--- src/rtl/memory_access_unit.sv ---
// Memory-stage load/store controller: decodes M-stage control, runs one handshaked bus
// transaction per memory instruction, and returns aligned, extended load data.
module memory_access_unit #(
    parameter int unsigned WIDTH_32       = 32,
    parameter int unsigned TIMEOUT_CYCLES = 16
) (
    input  logic                clk,
    input  logic                rst_n,
    input  logic                MemtoReg_M,
    input  logic                MemWrite_M,
    input  logic [3:0]          ByteControl_M,
    input  logic                LoadSigned_M,
    input  logic [WIDTH_32-1:0] ALU_result_M,
    input  logic [WIDTH_32-1:0] WriteData_M,
    output logic                Stall_M,
    output logic [WIDTH_32-1:0] ReadData_M,
    output logic                mem_err,
    output logic                mem_req,
    output logic                mem_we,
    output logic [WIDTH_32-1:0] mem_addr,
    output logic [3:0]          mem_be,
    output logic [WIDTH_32-1:0] mem_wdata,
    input  logic                mem_ack,
    input  logic [WIDTH_32-1:0] mem_rdata
);

    localparam int unsigned CntW = (TIMEOUT_CYCLES > 1) ? $clog2(TIMEOUT_CYCLES) : 1;
    localparam logic [CntW-1:0] CntLast = CntW'(TIMEOUT_CYCLES - 1);

    typedef enum logic [1:0] {
        StIdle,
        StAccess,
        StDone
    } state_e;

    state_e              state_q, state_d;
    logic [CntW-1:0]     cnt_q, cnt_d;
    logic                req_q, req_d;
    logic                we_q, we_d;
    logic [WIDTH_32-1:0] addr_q, addr_d;
    logic [3:0]          be_q, be_d;
    logic [WIDTH_32-1:0] wdata_q, wdata_d;
    logic [WIDTH_32-1:0] rdata_q, rdata_d;
    logic                err_q, err_d;
    logic                signed_q, signed_d;

    logic                request;
    logic                legal_mask;
    logic                err_request;
    logic [WIDTH_32-1:0] store_data;
    logic [WIDTH_32-1:0] load_data;
    logic [7:0]          lane_b;
    logic [15:0]         lane_h;

    assign request     = MemtoReg_M | MemWrite_M;
    assign err_request = ~legal_mask | (MemtoReg_M & MemWrite_M);

    always_comb begin
        legal_mask = 1'b0;
        store_data = WriteData_M;
        case (ByteControl_M)
            4'b0001, 4'b0010, 4'b0100, 4'b1000: begin
                legal_mask = 1'b1;
                store_data = {4{WriteData_M[7:0]}};
            end
            4'b0011, 4'b1100: begin
                legal_mask = 1'b1;
                store_data = {2{WriteData_M[15:0]}};
            end
            4'b1111: legal_mask = 1'b1;
            default: legal_mask = 1'b0;
        endcase
    end

    // Extraction keys off the registered mask/sign so it is independent of the held pipeline.
    always_comb begin
        lane_b    = 8'h00;
        lane_h    = 16'h0000;
        load_data = mem_rdata;
        case (be_q)
            4'b0001, 4'b0010, 4'b0100, 4'b1000: begin
                case (be_q)
                    4'b0001: lane_b = mem_rdata[7:0];
                    4'b0010: lane_b = mem_rdata[15:8];
                    4'b0100: lane_b = mem_rdata[23:16];
                    default: lane_b = mem_rdata[31:24];
                endcase
                load_data = {{(WIDTH_32 - 8){signed_q & lane_b[7]}}, lane_b};
            end
            4'b0011, 4'b1100: begin
                lane_h    = (be_q == 4'b0011) ? mem_rdata[15:0] : mem_rdata[31:16];
                load_data = {{(WIDTH_32 - 16){signed_q & lane_h[15]}}, lane_h};
            end
            default: load_data = mem_rdata;
        endcase
    end

    always_comb begin
        state_d  = state_q;
        cnt_d    = cnt_q;
        req_d    = req_q;
        we_d     = we_q;
        addr_d   = addr_q;
        be_d     = be_q;
        wdata_d  = wdata_q;
        rdata_d  = rdata_q;
        err_d    = err_q;
        signed_d = signed_q;
        unique case (state_q)
            StIdle: begin
                if (request) begin
                    rdata_d = '0;
                    if (err_request) begin
                        state_d = StDone;
                        err_d   = 1'b1;
                    end else begin
                        state_d  = StAccess;
                        req_d    = 1'b1;
                        we_d     = MemWrite_M;
                        addr_d   = {ALU_result_M[WIDTH_32-1:2], 2'b00};
                        be_d     = ByteControl_M;
                        wdata_d  = store_data;
                        signed_d = LoadSigned_M;
                        cnt_d    = '0;
                    end
                end
            end
            StAccess: begin
                if (mem_ack) begin
                    state_d = StDone;
                    req_d   = 1'b0;
                    rdata_d = we_q ? '0 : load_data;
                end else if (cnt_q == CntLast) begin
                    state_d = StDone;
                    req_d   = 1'b0;
                    err_d   = 1'b1;
                    rdata_d = '0;
                end else begin
                    cnt_d = cnt_q + 1'b1;
                end
            end
            StDone: begin
                state_d = StIdle;
                err_d   = 1'b0;
            end
            default: state_d = StIdle;
        endcase
    end

    always_ff @(posedge clk or negedge rst_n) begin
        if (!rst_n) begin
            state_q  <= StIdle;
            cnt_q    <= '0;
            req_q    <= 1'b0;
            we_q     <= 1'b0;
            addr_q   <= '0;
            be_q     <= 4'b0000;
            wdata_q  <= '0;
            rdata_q  <= '0;
            err_q    <= 1'b0;
            signed_q <= 1'b0;
        end else begin
            state_q  <= state_d;
            cnt_q    <= cnt_d;
            req_q    <= req_d;
            we_q     <= we_d;
            addr_q   <= addr_d;
            be_q     <= be_d;
            wdata_q  <= wdata_d;
            rdata_q  <= rdata_d;
            err_q    <= err_d;
            signed_q <= signed_d;
        end
    end

    // Gated by rst_n so the hold is released immediately while reset is asserted.
    assign Stall_M    = rst_n & (((state_q == StIdle) & request) | (state_q == StAccess));
    assign ReadData_M = rdata_q;
    assign mem_err    = err_q;
    assign mem_req    = req_q;
    assign mem_we     = we_q;
    assign mem_addr   = addr_q;
    assign mem_be     = be_q;
    assign mem_wdata  = wdata_q;

endmodule

--- config.mk ---
export PLATFORM = sky130hd
export DESIGN_NAME = memory_access_unit
export DESIGN_NICKNAME = d
export VERILOG_FILES = /design/src/rtl/memory_access_unit.sv
export SDC_FILE = /design/constraint.sdc
export NUM_CORES = 1
export LEC_CHECK = 0
export CAP_MARGIN = 20
export CORE_ASPECT_RATIO = 0.8
export CORE_UTILIZATION = 45
export CTS_CLUSTER_SIZE = 20
export DETAILED_ROUTE_END_ITERATION = 10
export PLACE_DENSITY = 0.83
export SLEW_MARGIN = 30
export SYNTH_ARGS = -nofsm -noshare
export SYNTH_HDL_FRONTEND = slang
export SYNTH_SLANG_ARGS = --single-unit
--- constraint.sdc ---
create_clock -name clk -period 5.9 [get_ports clk]
set_clock_uncertainty 0.1 [all_clocks]
set_input_delay 1.77 -clock clk [delete_from_list [all_inputs] [get_ports clk]]
set_output_delay 1.77 -clock clk [all_outputs]
set_load 0.02 [all_outputs]
[Word-level counts from Yosys, hierarchy flattened]
Index checks and enable logic that the tools add are counted.
Operators by class
  $add $sub $neg: 1
  equal/unequal tests: 23
  mux-type cells: 31
  bitwise operators: 10
  reduce and logical (&&, ||, !) cells: 14
Operators with widths (count)
  32-bit one-hot mux with 2 select lines: 3
  32-bit two-way mux: 4
  4-bit == test (second input constant): 6
  8-bit one-hot mux with 3 select lines: 1
  4-bit by 2-bit == test with 1-bit output (second input constant): 4
  16-bit two-way mux: 1
  4-bit two-way mux: 4
  2-bit inequality test (second input constant): 6
  5-bit AND reduction: 2
  1-bit two-way mux: 9
  4-bit by 1-bit == test with 1-bit output (second input constant): 2
  4-bit by 3-bit == test with 1-bit output (second input constant): 2
  2-bit two-way mux: 4
  8-bit two-way mux: 1
  4-bit one-hot mux with 2 select lines: 1
  4-bit OR reduction: 2
  7-bit OR reduction: 1
  3-bit AND reduction: 2
  1-bit bitwise AND: 5
  4-bit by 1-bit adder with 4-bit output (second input constant): 1
  2-bit one-hot mux with 2 select lines: 1
  4-bit AND reduction: 1
  2-bit OR reduction: 2
  3-bit inequality test (second input constant): 1
  10 further kinds: 13
Word-level totals
  bits in registers: 108
  input port bits: 106
  logic and storage cells: 89

[Depth between registers and ports, before layout]
Gate-level depths: netlist (run 1).
  word-level depth: 8
  depth in mapped cells: 9
  gate-level depth less buffers: 6

[Worst setup path before layout (run 1)]
Ideal clock, no wire load.
  path kind: input port to output port
  start: input MemWrite_M
  end: output Stall_M
  arrival time: 2.209 ns
  path slack: 1.821 ns
  stages on the path: 3
  path buffers: 0
  cells stage by stage: nor3_1 nor2_1 and2_1
Between the ends
  cells in the longest elaborated chain, start to end: 4
RTL lines
  start: declaration: line 10  | input logic MemWrite_M,
  1-bit bitwise OR: line 55  | assign request = MemtoReg_M | MemWrite_M;
  1-bit bitwise AND: line 177  | assign Stall_M = rst_n & (((state_q == StIdle) & request) | (state_q == StAccess));
  1-bit bitwise OR: line 177
  1-bit bitwise AND: line 177
  end: declaration: line 15  | output logic Stall_M,
No other way between the ends.

[Worst setup path in the final report (run 1)]
  start: input MemtoReg_M
  end: output Stall_M
Between the ends
  cells in the longest elaborated chain, start to end: 4
RTL lines
  start: declaration: line 9  | input logic MemtoReg_M,
  1-bit bitwise OR: line 55
  1-bit bitwise AND: line 177
  1-bit bitwise OR: line 177
  1-bit bitwise AND: line 177
No other way between the ends.

==> metrics.log, run 1 <==
INFO  metric yosys.area.top_type = sky130_fd_sc_hd__dfrtp_1
INFO  metric insertedDiodeCount = 0
INFO  metric worstHoldPathType = reg2reg
INFO  metric max_slew.worst_pin.slew = 0.923 ns
INFO  metric clock_tree.htree_level_count = 3
INFO  metric timing.critical_path.required = 4.03 ns
INFO  metric share_comb_of_total_power = 54.3%
INFO  metric postCtsHoldBufs = 0
INFO  metric hpwl = 12,100 um
INFO  metric crit_path_max_fanout = 7
INFO  metric p_int = 0.00236 W
INFO  metric leakage = 3.22 nW
INFO  metric maxSlewViolCount = 0
INFO  metric dieWidth = 127 um
INFO  metric netlist_area = 0.00561 sq mm
INFO  metric power.density_cell_area = 523 mW/mm^2
INFO  metric cts.sink_count = 108
INFO  metric yosys_top_cell_area_share = 48.2%
INFO  metric hold_path_end = mem_addr[7]
INFO  metric count_of_endpoints_failing_hold_in_the_final_timing_report = 0
INFO  metric post_layout_nonfiller_instances = 889
INFO  metric post-route-drc-count = 0
INFO  metric outcome = finished, final reports clean
INFO  metric crit_type = in2out
INFO  metric worst_r2r_startpoint = mem_be[2]
INFO  metric seqPwrFrac = 32.0%
INFO  metric number_of_global_route_vias_before_repair = 5,271
INFO  metric dp.cells = 874
INFO  metric ys_top_cells_by_area = sky130_fd_sc_hd__dfrtp_1, sky130_fd_sc_hd__mux2_2, sky130_fd_sc_hd__a21oi_1
INFO  metric floorplan.core_area = 0.0122 sq mm
INFO  metric postRouteAntennaNets = 0
INFO  metric max-slew-margin-rel = 38.5%
INFO  metric finalWirelength = 16,800 um
INFO  metric final_layout_net_count = 840
INFO  metric routed_via_density = 5.97
INFO  metric sw_frac_of_total = 43.2%
INFO  metric rr_endpoint = ReadData_M[31]
INFO  metric max-clock-path-buffers = 2
INFO  metric clock_power_share = 13.8%
INFO  metric async_reset_ff_share = 100%
INFO  metric final_layout_size_suffix_gt1_share = 10.3%
INFO  metric grtUsageMet1 = 32.9%
INFO  metric tritoncts_clock_tree = built
INFO  metric synth-main-ff-cell = sky130_fd_sc_hd__dfrtp_1
INFO  metric path_clk_slew = 0.07 ns
INFO  metric wire_length_of_the_first_global_routing_pass = 26,500 um
INFO  metric final_min_period_over_clock_period = 89.4%
INFO  metric number_of_fill_cells = 957
INFO  metric final_common_cell = sky130_fd_sc_hd__clkdlybuf4s50_1
INFO  metric rrSetupSlack = 2.92 ns
INFO  metric timing.reg2reg.worst_path_depth = 5
INFO  metric num_vias = 5,304
INFO  metric largest_net_degree_at_the_start_of_global_routing = 98
INFO  metric layout_min_cycle_time = 5.27 ns
INFO  metric detail_route.first_pass.iterations = 7
INFO  metric tritoncts.num_buffers = 9
INFO  metric cts_resized = 0
INFO  metric row_count = 36
INFO  metric mostFrequentLayoutCells = sky130_fd_sc_hd__clkdlybuf4s50_1, sky130_fd_sc_hd__dfrtp_1, sky130_fd_sc_hd__nand2_1
INFO  metric cts-root-buf = sky130_fd_sc_hd__clkbuf_16
INFO  metric preCtsSetupSlack = 0.640 ns
INFO  metric remaining_global_route_overflow = 0
INFO  metric critical_path.startpoint_type = primary input
INFO  metric fp.dieArea = 0.0129 sq mm
INFO  metric power_switching = 0.00180 W
INFO  metric detailedRoute.firstIterationViolations = 527
INFO  metric worst_setup_path_end_kind = output port
INFO  metric synthesis.area_per_instance = 10.0 sq um
INFO  metric synth_warnings = 0
INFO  metric syn2layout_area_growth = 41.9%
INFO  metric synth-edff-count = 0
INFO  metric grt_util_all_layers = 26.3%
INFO  metric clk-insertion-delay-late = 0.35 ns
INFO  metric cap_violations = 0
INFO  metric vdd.ir_drop.worst = 0.391 mV
INFO  metric setup_viol = 0
INFO  metric netlist-cell-type-count = 57
INFO  metric floorplan.initialDensity = 46.1%
INFO  metric number_of_antenna_violations_at_the_first_check_in_global_routing = 0
INFO  metric io_buffers = 205
INFO  metric synth.yosys.seq_area_share = 48.2%
INFO  metric gp_congestion = 0.888
INFO  metric grtUsageMet3 = 8.06%
INFO  metric dieHeight = 102 um
INFO  metric grt_most_used_layer = met2
INFO  metric worstPathArrival = 3.40 ns
INFO  metric gr-usage-met2 = 43.1%
INFO  metric max_freq = 190 MHz
INFO  metric synthCells = 558
INFO  metric io_pins = 210
INFO  metric layout_setup_ws = 0.628 ns
INFO  metric hold_path_startpoint = mem_addr[7]
INFO  metric postCtsSetupRepairBufs = 0
INFO  metric worstHoldPathCells = 1
INFO  metric postSynthRegisterBits = 108
INFO  metric rsz0062_at_grt = false
INFO  metric post_drt_wl_per_cell = 18.9 um
INFO  metric setup-tns-final = 0 ns
-- area by class of cell --
type                       count  area, sq um  share of cell area [%]
sequential                   108         2700                    34.0
clock buffer                   9          225                    2.83
multi-input combinational    402         2680                    33.7
tap                          152          190                    2.39
timing repair buffer         210         2100                    26.4
inverter                       2         7.51                  0.0944
clock inverter                 6         50.0                   0.629
-- power by group through the flow --
stage	sequential, W	clock, W	combinational [W]
after floorplan	0.00159	0	0.00106
after global placement	0.00131	0	0.00218
after detailed placement	0.00133	0	0.00224
after CTS	0.00133	0.000584	0.00225
after global routing	0.00138	0.000611	0.00242
final	0.00133	0.000573	0.00226
-- cells by family (layout without fill, tap and decap cells) --
group	Yosys count	after routing	share of synthesized area, %
flops	108	108	48.2
xor+xnor	8	8	1.58
buf+inv	49	227	4.40
other cells	1	2	0.0669
fa+ha+maj	1	1	0.223
compound gates	195	195	23.4
mux	52	52	10.2
simple gates	144	144	11.9
-- registers in the layout (all words and copies together), names as in the netlist --
| signal | count |
|---|---|
| ReadData_M | 32 |
| mem_err | 1 |
| mem_req | 1 |
| signed_q | 1 |
| state_q | 2 |
| mem_addr | 30 |
| mem_be | 4 |
| mem_wdata | 32 |
| cnt_q | 4 |
| mem_we | 1 |
-- how the worst max path moves through the flow --
stage	start	slack (ns)	cells past startpoint	end
floorplan	MemWrite_M	1.82	3	Stall_M
global placement	MemtoReg_M	0.70	5	Stall_M
detailed placement	MemtoReg_M	0.64	5	Stall_M
CTS	MemtoReg_M	0.64	5	Stall_M
global route	MemtoReg_M	0.52	5	Stall_M
finish	MemtoReg_M	0.63	5	Stall_M
-- cells in the mapped netlist (9+ instances only) --
cell type and number:
sky130_fd_sc_hd__dfrtp_1 108, sky130_fd_sc_hd__a21oi_1 55, sky130_fd_sc_hd__buf_4 9, sky130_fd_sc_hd__mux2_2 42
sky130_fd_sc_hd__o21ai_0 32, sky130_fd_sc_hd__a31oi_1 17, sky130_fd_sc_hd__o221ai_1 14, sky130_fd_sc_hd__nor2_1 44
sky130_fd_sc_hd__a22oi_1 14, sky130_fd_sc_hd__mux2i_1 10, sky130_fd_sc_hd__buf_2 9, sky130_fd_sc_hd__nand2_1 58
sky130_fd_sc_hd__a22o_1 17, sky130_fd_sc_hd__nor2b_1 10, sky130_fd_sc_hd__clkbuf_1 23
-- worst max-delay path: stages --
cell	delay [ns]
sky130_fd_sc_hd__clkdlybuf4s50_1	0.60
sky130_fd_sc_hd__nor3_1	0.09
sky130_fd_sc_hd__nor2_1	0.19
sky130_fd_sc_hd__and2_1	0.15
sky130_fd_sc_hd__clkdlybuf4s50_1	0.60
-- per-layer routing --
metal	part of all wire (%)	wire length, um
met1	40	6740
met4	2.6	437
met3	9.6	1610
met2	48	7990
met5	0	0
-- metrics by stage --
step	total power, W	cell area (sq um)	util [%]	hold slack, ns
3_3_place_gp	0.00349	7660	63.0	0.382
4_1_cts	0.00416	7960	65.4	0.411
6_report	0.00416	7960	65.4	0.407
2_1_floorplan	0.00265	5610	-	0.379
3_5_place_dp	0.00357	7680	63.1	0.392
5_1_grt	0.00441	7960	65.4	0.423
(Power assumes the default switching activity.)
==> run 2, diff against run 1 <==
--- a/config.mk
+++ b/config.mk
@@ -5,12 +5,15 @@
 export SDC_FILE = /design/constraint.sdc
 export NUM_CORES = 1
 export LEC_CHECK = 0
+export ABC_AREA = 1
 export CAP_MARGIN = 20
 export CORE_ASPECT_RATIO = 0.8
 export CORE_UTILIZATION = 45
 export CTS_CLUSTER_SIZE = 20
 export DETAILED_ROUTE_END_ITERATION = 10
+export HOLD_SLACK_MARGIN = 0.12
 export PLACE_DENSITY = 0.83
+export RECOVER_POWER = 50
 export SLEW_MARGIN = 30
 export SYNTH_ARGS = -nofsm -noshare
 export SYNTH_HDL_FRONTEND = slang
==> run 2 against run 1 <==
Compared with the run above: the flow now finishes with violations (max-capacitance violations, max-slew violations); fmax decreased by 1.1%; clock power increased by 0.7%; global-route usage increased by 0.38 points; sequential cell count unchanged; synthesized cell count increased by 37%; final cell count increased by 25%; register-to-register slack improved by 0.28 ns; critical path type unchanged; critical endpoint unchanged; largest cell class unchanged; highest routed layer unchanged.
==> metrics.log, run 2 <==
INFO  metric wire_length_of_the_first_global_routing_pass = 26,600 um (+0.31%)
INFO  metric leakage = 4.19 nW (+30%)
INFO  metric fp.dieArea = 0.0128 sq mm (-0.90%)
INFO  metric max_slew.worst_pin.slew = 1.89 ns (+0.965 ns)
INFO  metric num_vias = 5,622 (+6.0%)
INFO  metric grtUsageMet1 = 35.1% (+2.2 points)
INFO  metric synthesis.area_per_instance = 7.27 sq um (-28%)
INFO  metric timing.reg2reg.worst_path_depth = 8 (+3)
INFO  metric routed_via_density = 5.07 (-15%)
INFO  metric crit_path_max_fanout = 4 (-3)
INFO  metric final_common_cell = sky130_fd_sc_hd__nand2_1
INFO  metric io_pins = 210 (unchanged)
INFO  metric crit_end = Stall_M
INFO  metric gr-usage-met2 = 42.0% (-1.1 points)
INFO  metric dieHeight = 101 um (-0.45%)
INFO  metric hpwl = 11,600 um (-4.3%)
INFO  metric setup_viol = 0 (unchanged)
INFO  metric count_of_endpoints_failing_hold_in_the_final_timing_report = 0 (unchanged)
INFO  metric worst_setup_path_end_kind = output port
INFO  metric yosys.area.top_type = sky130_fd_sc_hd__dfrtp_1
INFO  metric crit_type = in2out
INFO  metric grtUsageMet3 = 9.19% (+1.1 points)
INFO  metric max-clock-path-buffers = 2 (unchanged)
INFO  metric remaining_global_route_overflow = 0 (unchanged)
INFO  metric synthCells = 764 (+37%)
INFO  metric timing.critical_path.slowest_cell_delay = 0.67 ns (+0.07 ns)
INFO  metric detail_route.first_pass.iterations = 5 (-2)
INFO  metric timing.critical_path.required = 4.03 ns (about the same)
INFO  metric async_reset_ff_share = 100% (unchanged)
INFO  metric cap_violations = 2 (+2)
INFO  metric layout_min_cycle_time = 5.33 ns (+0.0587 ns)
INFO  metric rr_endpoint = ReadData_M[24]
INFO  metric netlist-cell-type-count = 31 (-46%)
INFO  metric layout.core_utilization = 67.6% (+2.1 points)
INFO  metric tritoncts.num_buffers = 9 (unchanged)
INFO  metric ys_top_cells_by_area = sky130_fd_sc_hd__dfrtp_1, sky130_fd_sc_hd__nand2_1, sky130_fd_sc_hd__nand3_1
INFO  metric total_buffers_and_inverters_traversed_by_the_critical_path = 3 (+1)
INFO  metric gp_congestion = 0.909 (+2.3%)
INFO  metric detailedRoute.firstIterationViolations = 418 (-21%)
INFO  metric synth.yosys.seq_area_share = 48.7% (+0.45 points)
INFO  metric worstPathArrival = 3.46 ns (+0.06 ns)
INFO  metric final_layout_net_count = 1,062 (+26%)
INFO  metric setup-tns-final = 0 ns (unchanged)
INFO  metric clk-insertion-delay-late = 0.35 ns (about the same)
INFO  metric violations = max-capacitance violations, max-slew violations
INFO  metric row_count = 35 (-2.8%)
INFO  metric final_cell_area = 0.00796 sq mm (about the same)
INFO  metric grt_util_all_layers = 26.7% (+0.38 points)
INFO  metric finalWirelength = 16,300 um (-3.2%)
INFO  metric yosys_top_cell_area_share = 48.7% (+0.45 points)
INFO  metric number_of_global_route_vias_before_repair = 5,286 (+0.28%)
INFO  metric dieWidth = 126 um (-0.45%)
INFO  metric worstPathCellList = clkdlybuf4s50_1 -> nor2_1 -> inv_1 -> nor2_1 -> nor3b_1 -> clkdlybuf4s50_1
INFO  metric max_freq = 188 MHz (-1.1%)
INFO  metric synth-edff-count = 0 (unchanged)
INFO  metric maxSlewViolCount = 111 (+111)
INFO  metric worst_r2r_startpoint = mem_be[1]
INFO  metric cts-root-buf = sky130_fd_sc_hd__clkbuf_16
INFO  metric postRouteAntennaNets = 0 (unchanged)
INFO  metric grt_most_used_layer = met2
INFO  metric max-slew-margin-rel = -25.9% (-64 points)
INFO  metric floorplan.initialDensity = 47.1% (+1.1 points)
INFO  metric outcome = finished, violations left
INFO  metric postSynthRegisterBits = 108 (unchanged)
INFO  metric final_min_period_over_clock_period = 90.3% (+0.99 points)
INFO  metric final_layout_size_suffix_gt1_share = 5.31% (-5.0 points)
INFO  metric postCtsSetupRepairBufs = 0 (unchanged)
INFO  metric synth_warnings = 0 (unchanged)
INFO  metric insertedDiodeCount = 0 (unchanged)
INFO  metric number_of_antenna_violations_at_the_first_check_in_global_routing = 0 (unchanged)
INFO  metric rsz0062_at_grt = false
INFO  metric max_stage_delay_cell_worst_path = sky130_fd_sc_hd__clkdlybuf4s50_1
INFO  metric rrSetupSlack = 3.20 ns (+0.28 ns)
INFO  metric io_buffers = 205 (unchanged)
INFO  metric synth-main-ff-cell = sky130_fd_sc_hd__dfrtp_1
INFO  metric netlist_area = 0.00555 sq mm (-0.92%)
INFO  metric worstHoldPathType = reg2reg
INFO  metric netlist_top_cells_count = sky130_fd_sc_hd__nand2_1, sky130_fd_sc_hd__dfrtp_1, sky130_fd_sc_hd__inv_1
INFO  metric floorplan.core_area = 0.0118 sq mm (-3.1%)
INFO  metric post-route-drc-count = 0 (unchanged)
INFO  metric placedInstanceArea = 0.00770 sq mm (+0.24%)
INFO  metric cts_resized = 0 (unchanged)
INFO  metric postCtsHoldBufs = 0 (unchanged)
INFO  metric critical_path_cell_count = 6 (+1)
INFO  metric clock_tree.htree_level_count = 3 (unchanged)
INFO  metric largest_net_degree_at_the_start_of_global_routing = 78 (-20%)
INFO  metric crit_family = buffers and inverters
INFO  metric power.density_cell_area = 506 mW/mm^2 (-3.3%)
INFO  metric syn2layout_area_growth = 43.3%
INFO  metric cts.sink_count = 108 (unchanged)
INFO  metric path_clk_slew = 0.07 ns (about the same)
INFO  metric critical_path.startpoint_type = primary input
INFO  metric post_drt_wl_per_cell = 14.7 um (-22%)
INFO  metric vdd.ir_drop.worst = 0.276 mV (-29%)
INFO  metric setup.worst_path.start = MemWrite_M
INFO  metric post-synth-top-count-cell = sky130_fd_sc_hd__nand2_1
INFO  metric tritoncts_clock_tree = built
INFO  metric mostFrequentLayoutCells = sky130_fd_sc_hd__nand2_1, sky130_fd_sc_hd__clkdlybuf4s50_1, sky130_fd_sc_hd__dfrtp_1
==> run 2: cell types whose count changed after synthesis, moves of 22 or more <==
cell | before | now
sky130_fd_sc_hd__nand3_1 | 3 | 41
sky130_fd_sc_hd__mux2_2 | 42 | 0
sky130_fd_sc_hd__o21ai_1 | 6 | 28
sky130_fd_sc_hd__nand2_1 | 58 | 375
sky130_fd_sc_hd__a21oi_1 | 55 | 19
sky130_fd_sc_hd__inv_1 | 2 | 50
==> run 2: cells by family after synthesis <==
group,count (synthesis),share of synthesized area [%]
compound gates,79,7.59
simple gates,487,36.8
fa+ha+maj,1,0.225
buf+inv,87,6.53
flops,108,48.7
xor+xnor,1,0.158
other cells,1,0.0675
==> run 2: final cells by class <==
| class | instances | area [sq um] |
|---|---|---|
| Clock inverter | 4 | 33.8 |
| Inverter | 56 | 210 |
| Clock buffer | 12 | 236 |
| Multi-Input combinational cell | 570 | 2510 |
| Sequential cell | 108 | 2700 |
| Tap cell | 148 | 185 |
| Timing Repair Buffer | 210 | 2080 |
| Fill cell | 956 | 3820 |
==> run 2: worst register-to-register path, stage by stage (launching register included) <==
cell                      delay, ns
sky130_fd_sc_hd__dfrtp_1       0.46
sky130_fd_sc_hd__nor2_1        0.70
sky130_fd_sc_hd__nand3_2       0.23
sky130_fd_sc_hd__nand2_4       0.17
sky130_fd_sc_hd__nor2_8        0.07
sky130_fd_sc_hd__nand3_4       0.26
sky130_fd_sc_hd__nand3_2       0.37
sky130_fd_sc_hd__nand2_1       0.16
sky130_fd_sc_hd__nand2_1       0.06
==> run 2: how the worst min path moves through the flow <==
stage,start,endpoint,depth (start not counted)
after floorplan,cnt_q[1],cnt_q[1],2
after global placement,mem_err,mem_err,2
after detailed placement,mem_req,mem_req,2
after CTS,mem_req,mem_req,2
after global routing,mem_addr[2],mem_addr[2],2
final,ReadData_M[8],ReadData_M[8],2
==> run 2: power by group <==
part | total (W) | switching (W) | internal (W)
logic | 0.00219 | 0.00135 | 0.000844
registers | 0.00126 | 0.000204 | 0.00105
clock network | 0.000577 | 0.000284 | 0.000292
==> run 2: stage by stage <==
step | hold slack [ns] | total power [W] | setup slack [ns] | std cells
6_report | 0.371 | 0.00402 | 0.569 | 1108
3_3_place_gp | 0.360 | 0.00347 | 0.573 | 1092
5_1_grt | 0.393 | 0.00432 | 0.393 | 1108
4_1_cts | 0.380 | 0.00410 | 0.558 | 1108
3_5_place_dp | 0.362 | 0.00350 | 0.577 | 1092
2_1_floorplan | 0.368 | 0.00257 | 1.56 | 765
==> run 2: layer usage <==
metal	share of wire (%)	wire, um
met4	2.1	338
met1	43	6960
met2	45	7270
met5	0	0
met3	10	1670
==> run 3, diff against run 2 <==
--- a/config.mk
+++ b/config.mk
@@ -8,11 +8,11 @@
 export ABC_AREA = 1
 export CAP_MARGIN = 20
 export CORE_ASPECT_RATIO = 0.8
-export CORE_UTILIZATION = 45
+export CORE_UTILIZATION = 40
 export CTS_CLUSTER_SIZE = 20
 export DETAILED_ROUTE_END_ITERATION = 10
 export HOLD_SLACK_MARGIN = 0.12
-export PLACE_DENSITY = 0.83
+export PLACE_DENSITY = 0.79
 export RECOVER_POWER = 50
 export SLEW_MARGIN = 30
 export SYNTH_ARGS = -nofsm -noshare
==> constraint.sdc (replaced) <==
create_clock -name clk -period 4.84 [get_ports clk]
set_clock_uncertainty 0.1 [all_clocks]
set_input_delay 1.452 -clock clk [delete_from_list [all_inputs] [get_ports clk]]
set_output_delay 1.452 -clock clk [all_outputs]
set_load 0.02 [all_outputs]
==> run 3 against run 2 <==
Compared with the run above: the run still ends with max-capacitance violations, max-slew violations left; final cell count up 2.9%; global-route usage down 2.9 points; sequential power up 21%; power up 23%; routed wire length up 1.8%; sequential share of layout area down 0.34 points; first-iteration DRC count down 26%.
==> metrics.log, run 3 (synthesis results as in run 2) <==
INFO  metric gr-usage-met2 = 37.2% (-4.8 points)
INFO  metric insertedDiodeCount = 0 (unchanged)
INFO  metric remaining_global_route_overflow = 0 (unchanged)
INFO  metric cts.sink_count = 108 (unchanged)
INFO  metric setup.worst_path.start = MemWrite_M
INFO  metric max_freq = 214 MHz
INFO  metric wire_length_of_the_first_global_routing_pass = 26,500 um (-0.26%)
INFO  metric max_slew.worst_pin.slew = 2.15 ns (+0.264 ns)
INFO  metric mostFrequentLayoutCells = sky130_fd_sc_hd__nand2_1, sky130_fd_sc_hd__clkdlybuf4s50_1, sky130_fd_sc_hd__dfrtp_1
INFO  metric leakage = 4.21 nW (+0.46%)
INFO  metric hpwl = 11,900 um (+2.6%)
INFO  metric max-slew-margin-rel = -43.5% (-18 points)
INFO  metric number_of_antenna_violations_at_the_first_check_in_global_routing = 1 (+1)
INFO  metric grtUsageMet1 = 30.7% (-4.4 points)
INFO  metric cts_resized = 0 (unchanged)
INFO  metric final_min_period_over_clock_period = 96.6%
INFO  metric clk-insertion-delay-late = 0.35 ns (about the same)
INFO  metric row_count = 38 (+8.6%)
INFO  metric vdd.ir_drop.worst = 0.303 mV (+10%)
INFO  metric crit_type = in2out
INFO  metric cap_violations = 1 (-1)
INFO  metric number_of_global_route_vias_before_repair = 5,290 (+0.076%)
INFO  metric dieWidth = 134 um (+6.0%)
INFO  metric minimum_hold_slack = 0.375 ns (+0.00450 ns)
INFO  metric crit_path_max_fanout = 4 (unchanged)
INFO  metric outcome = finished, violations left
INFO  metric post_drt_wl_per_cell = 14.5 um (-1.0%)
INFO  metric final_layout_size_suffix_gt1_share = 5.52% (+0.21 points)
INFO  metric worst_setup_path_end_kind = output port
INFO  metric layout_min_cycle_time = 4.67 ns
INFO  metric crit_end = Stall_M
INFO  metric num_vias = 5,616 (-0.11%)
INFO  metric routed_via_density = 4.93 (-2.9%)
INFO  metric postRouteAntennaNets = 0 (unchanged)
INFO  metric floorplan.initialDensity = 41.0% (-6.2 points)
INFO  metric post-route-drc-count = 0 (unchanged)
INFO  metric tritoncts.num_buffers = 9 (unchanged)
INFO  metric power.density_cell_area = 614 mW/mm^2 (+21%)
INFO  metric gp_congestion = 0.903 (-0.62%)
INFO  metric layout_setup_ws = 0.167 ns (-0.403 ns)
INFO  metric cts-root-buf = sky130_fd_sc_hd__clkbuf_16
INFO  metric dieHeight = 107 um (+5.9%)
INFO  metric floorplan.core_area = 0.0136 sq mm (+15%)
INFO  metric postCtsSetupRepairBufs = 0 (unchanged)
INFO  metric grt_most_used_layer = met2
INFO  metric detailedRoute.firstIterationViolations = 310 (-26%)
INFO  metric violations = max-capacitance violations, max-slew violations
INFO  metric max-clock-path-buffers = 2 (unchanged)
INFO  metric final_layout_net_count = 1,062 (unchanged)
INFO  metric final_common_cell = sky130_fd_sc_hd__nand2_1
INFO  metric worstHoldPathType = reg2reg
INFO  metric grt_util_all_layers = 23.8% (-2.9 points)
INFO  metric syn2layout_area_growth = 44.7%
INFO  metric critical_path.startpoint_type = primary input
INFO  metric largest_net_degree_at_the_start_of_global_routing = 73 (-6.4%)
INFO  metric count_of_endpoints_failing_hold_in_the_final_timing_report = 0 (unchanged)
INFO  metric clock_tree.htree_level_count = 3 (unchanged)
INFO  metric worstPathArrival = 3.12 ns (-0.34 ns)
INFO  metric preCtsSetupSlack = 0.154 ns (-0.423 ns)
INFO  metric timing.reg2reg.worst_path_depth = 8 (unchanged)
INFO  metric detail_route.first_pass.iterations = 5 (unchanged)
INFO  metric finalWirelength = 16,500 um (+1.8%)
INFO  metric rr_endpoint = ReadData_M[26]
INFO  metric fp.dieArea = 0.0144 sq mm (+12%)
INFO  metric postCtsHoldBufs = 0 (unchanged)
INFO  metric rsz0062_at_grt = false
INFO  metric setup-tns-final = 0 ns (unchanged)
INFO  metric io_pins = 210 (unchanged)
INFO  metric rrSetupSlack = 2.14 ns (-1.06 ns)
INFO  metric final_cell_area = 0.00804 sq mm (+1.0%)
INFO  metric setup_viol = 0 (unchanged)
INFO  metric grtUsageMet3 = 8.80% (-0.39 points)
INFO  metric placedInstanceArea = 0.00774 sq mm (+0.59%)
INFO  metric tritoncts_clock_tree = built
INFO  metric path_clk_slew = 0.07 ns (about the same)
INFO  metric timing.critical_path.required = 3.29 ns (-0.74 ns)
INFO  metric maxSlewViolCount = 38 (-66%)
INFO  metric io_buffers = 205 (unchanged)
INFO  metric worst_r2r_startpoint = mem_be[1]
run 3: worst max-delay path: stages:
cell and delay [ns]:
sky130_fd_sc_hd__clkdlybuf4s50_1 0.52, sky130_fd_sc_hd__nor2_1 0.10, sky130_fd_sc_hd__inv_1 0.11, sky130_fd_sc_hd__nor2_1 0.08
sky130_fd_sc_hd__nor3b_1 0.20, sky130_fd_sc_hd__clkdlybuf4s50_1 0.66
run 3: how the worst min path moves through the flow:
stage	from	endpoint	slack, ns	cells after the start
final	ReadData_M[10]	ReadData_M[10]	0.38	2
after floorplan	cnt_q[1]	cnt_q[1]	0.37	2
after global placement	mem_req	mem_req	0.36	2
after global routing	ReadData_M[17]	ReadData_M[17]	0.40	2
after CTS	mem_addr[11]	mem_addr[11]	0.39	2
after detailed placement	mem_addr[11]	mem_addr[11]	0.36	2
run 3: report_power, final:
group / leakage [nW] / internal, W / switching, W
registers: 1.40 / 0.00128 / 0.000248
clock network: 0.146 / 0.000379 / 0.000372
logic: 2.67 / 0.00103 / 0.00163
total: 4.21 / 0.00269 / 0.00225
run 3: layer usage:
metal  vias to the layer above  wire, um  share of wire [%]
met1                      2577      6990                 42
li1                       2762         -                  -
met4                         2       308                1.9
met2                       248      7420                 45
met3                        27      1810                 11
met5                         -        13              0.079
run 3: metrics by stage:
step | std cells | power (W) | utilization, %
floorplan | 765 | 0.00313 | -
global placement | 1124 | 0.00423 | 57.1
detailed placement | 1124 | 0.00427 | 57.1
CTS | 1140 | 0.00505 | 59.4
global route | 1140 | 0.00530 | 59.3
finish | 1140 | 0.00494 | 59.3
run 3: final cells by class:
| class | count | area [sq um] |
|---|---|---|
| Tap cell | 180 | 225 |
| Multi-Input combinational cell | 570 | 2510 |
| Inverter | 56 | 210 |
| Sequential cell | 108 | 2700 |
| Fill cell | 1246 | 5510 |
| Timing Repair Buffer | 210 | 2090 |
| Clock inverter | 6 | 63.8 |
| Clock buffer | 10 | 239 |
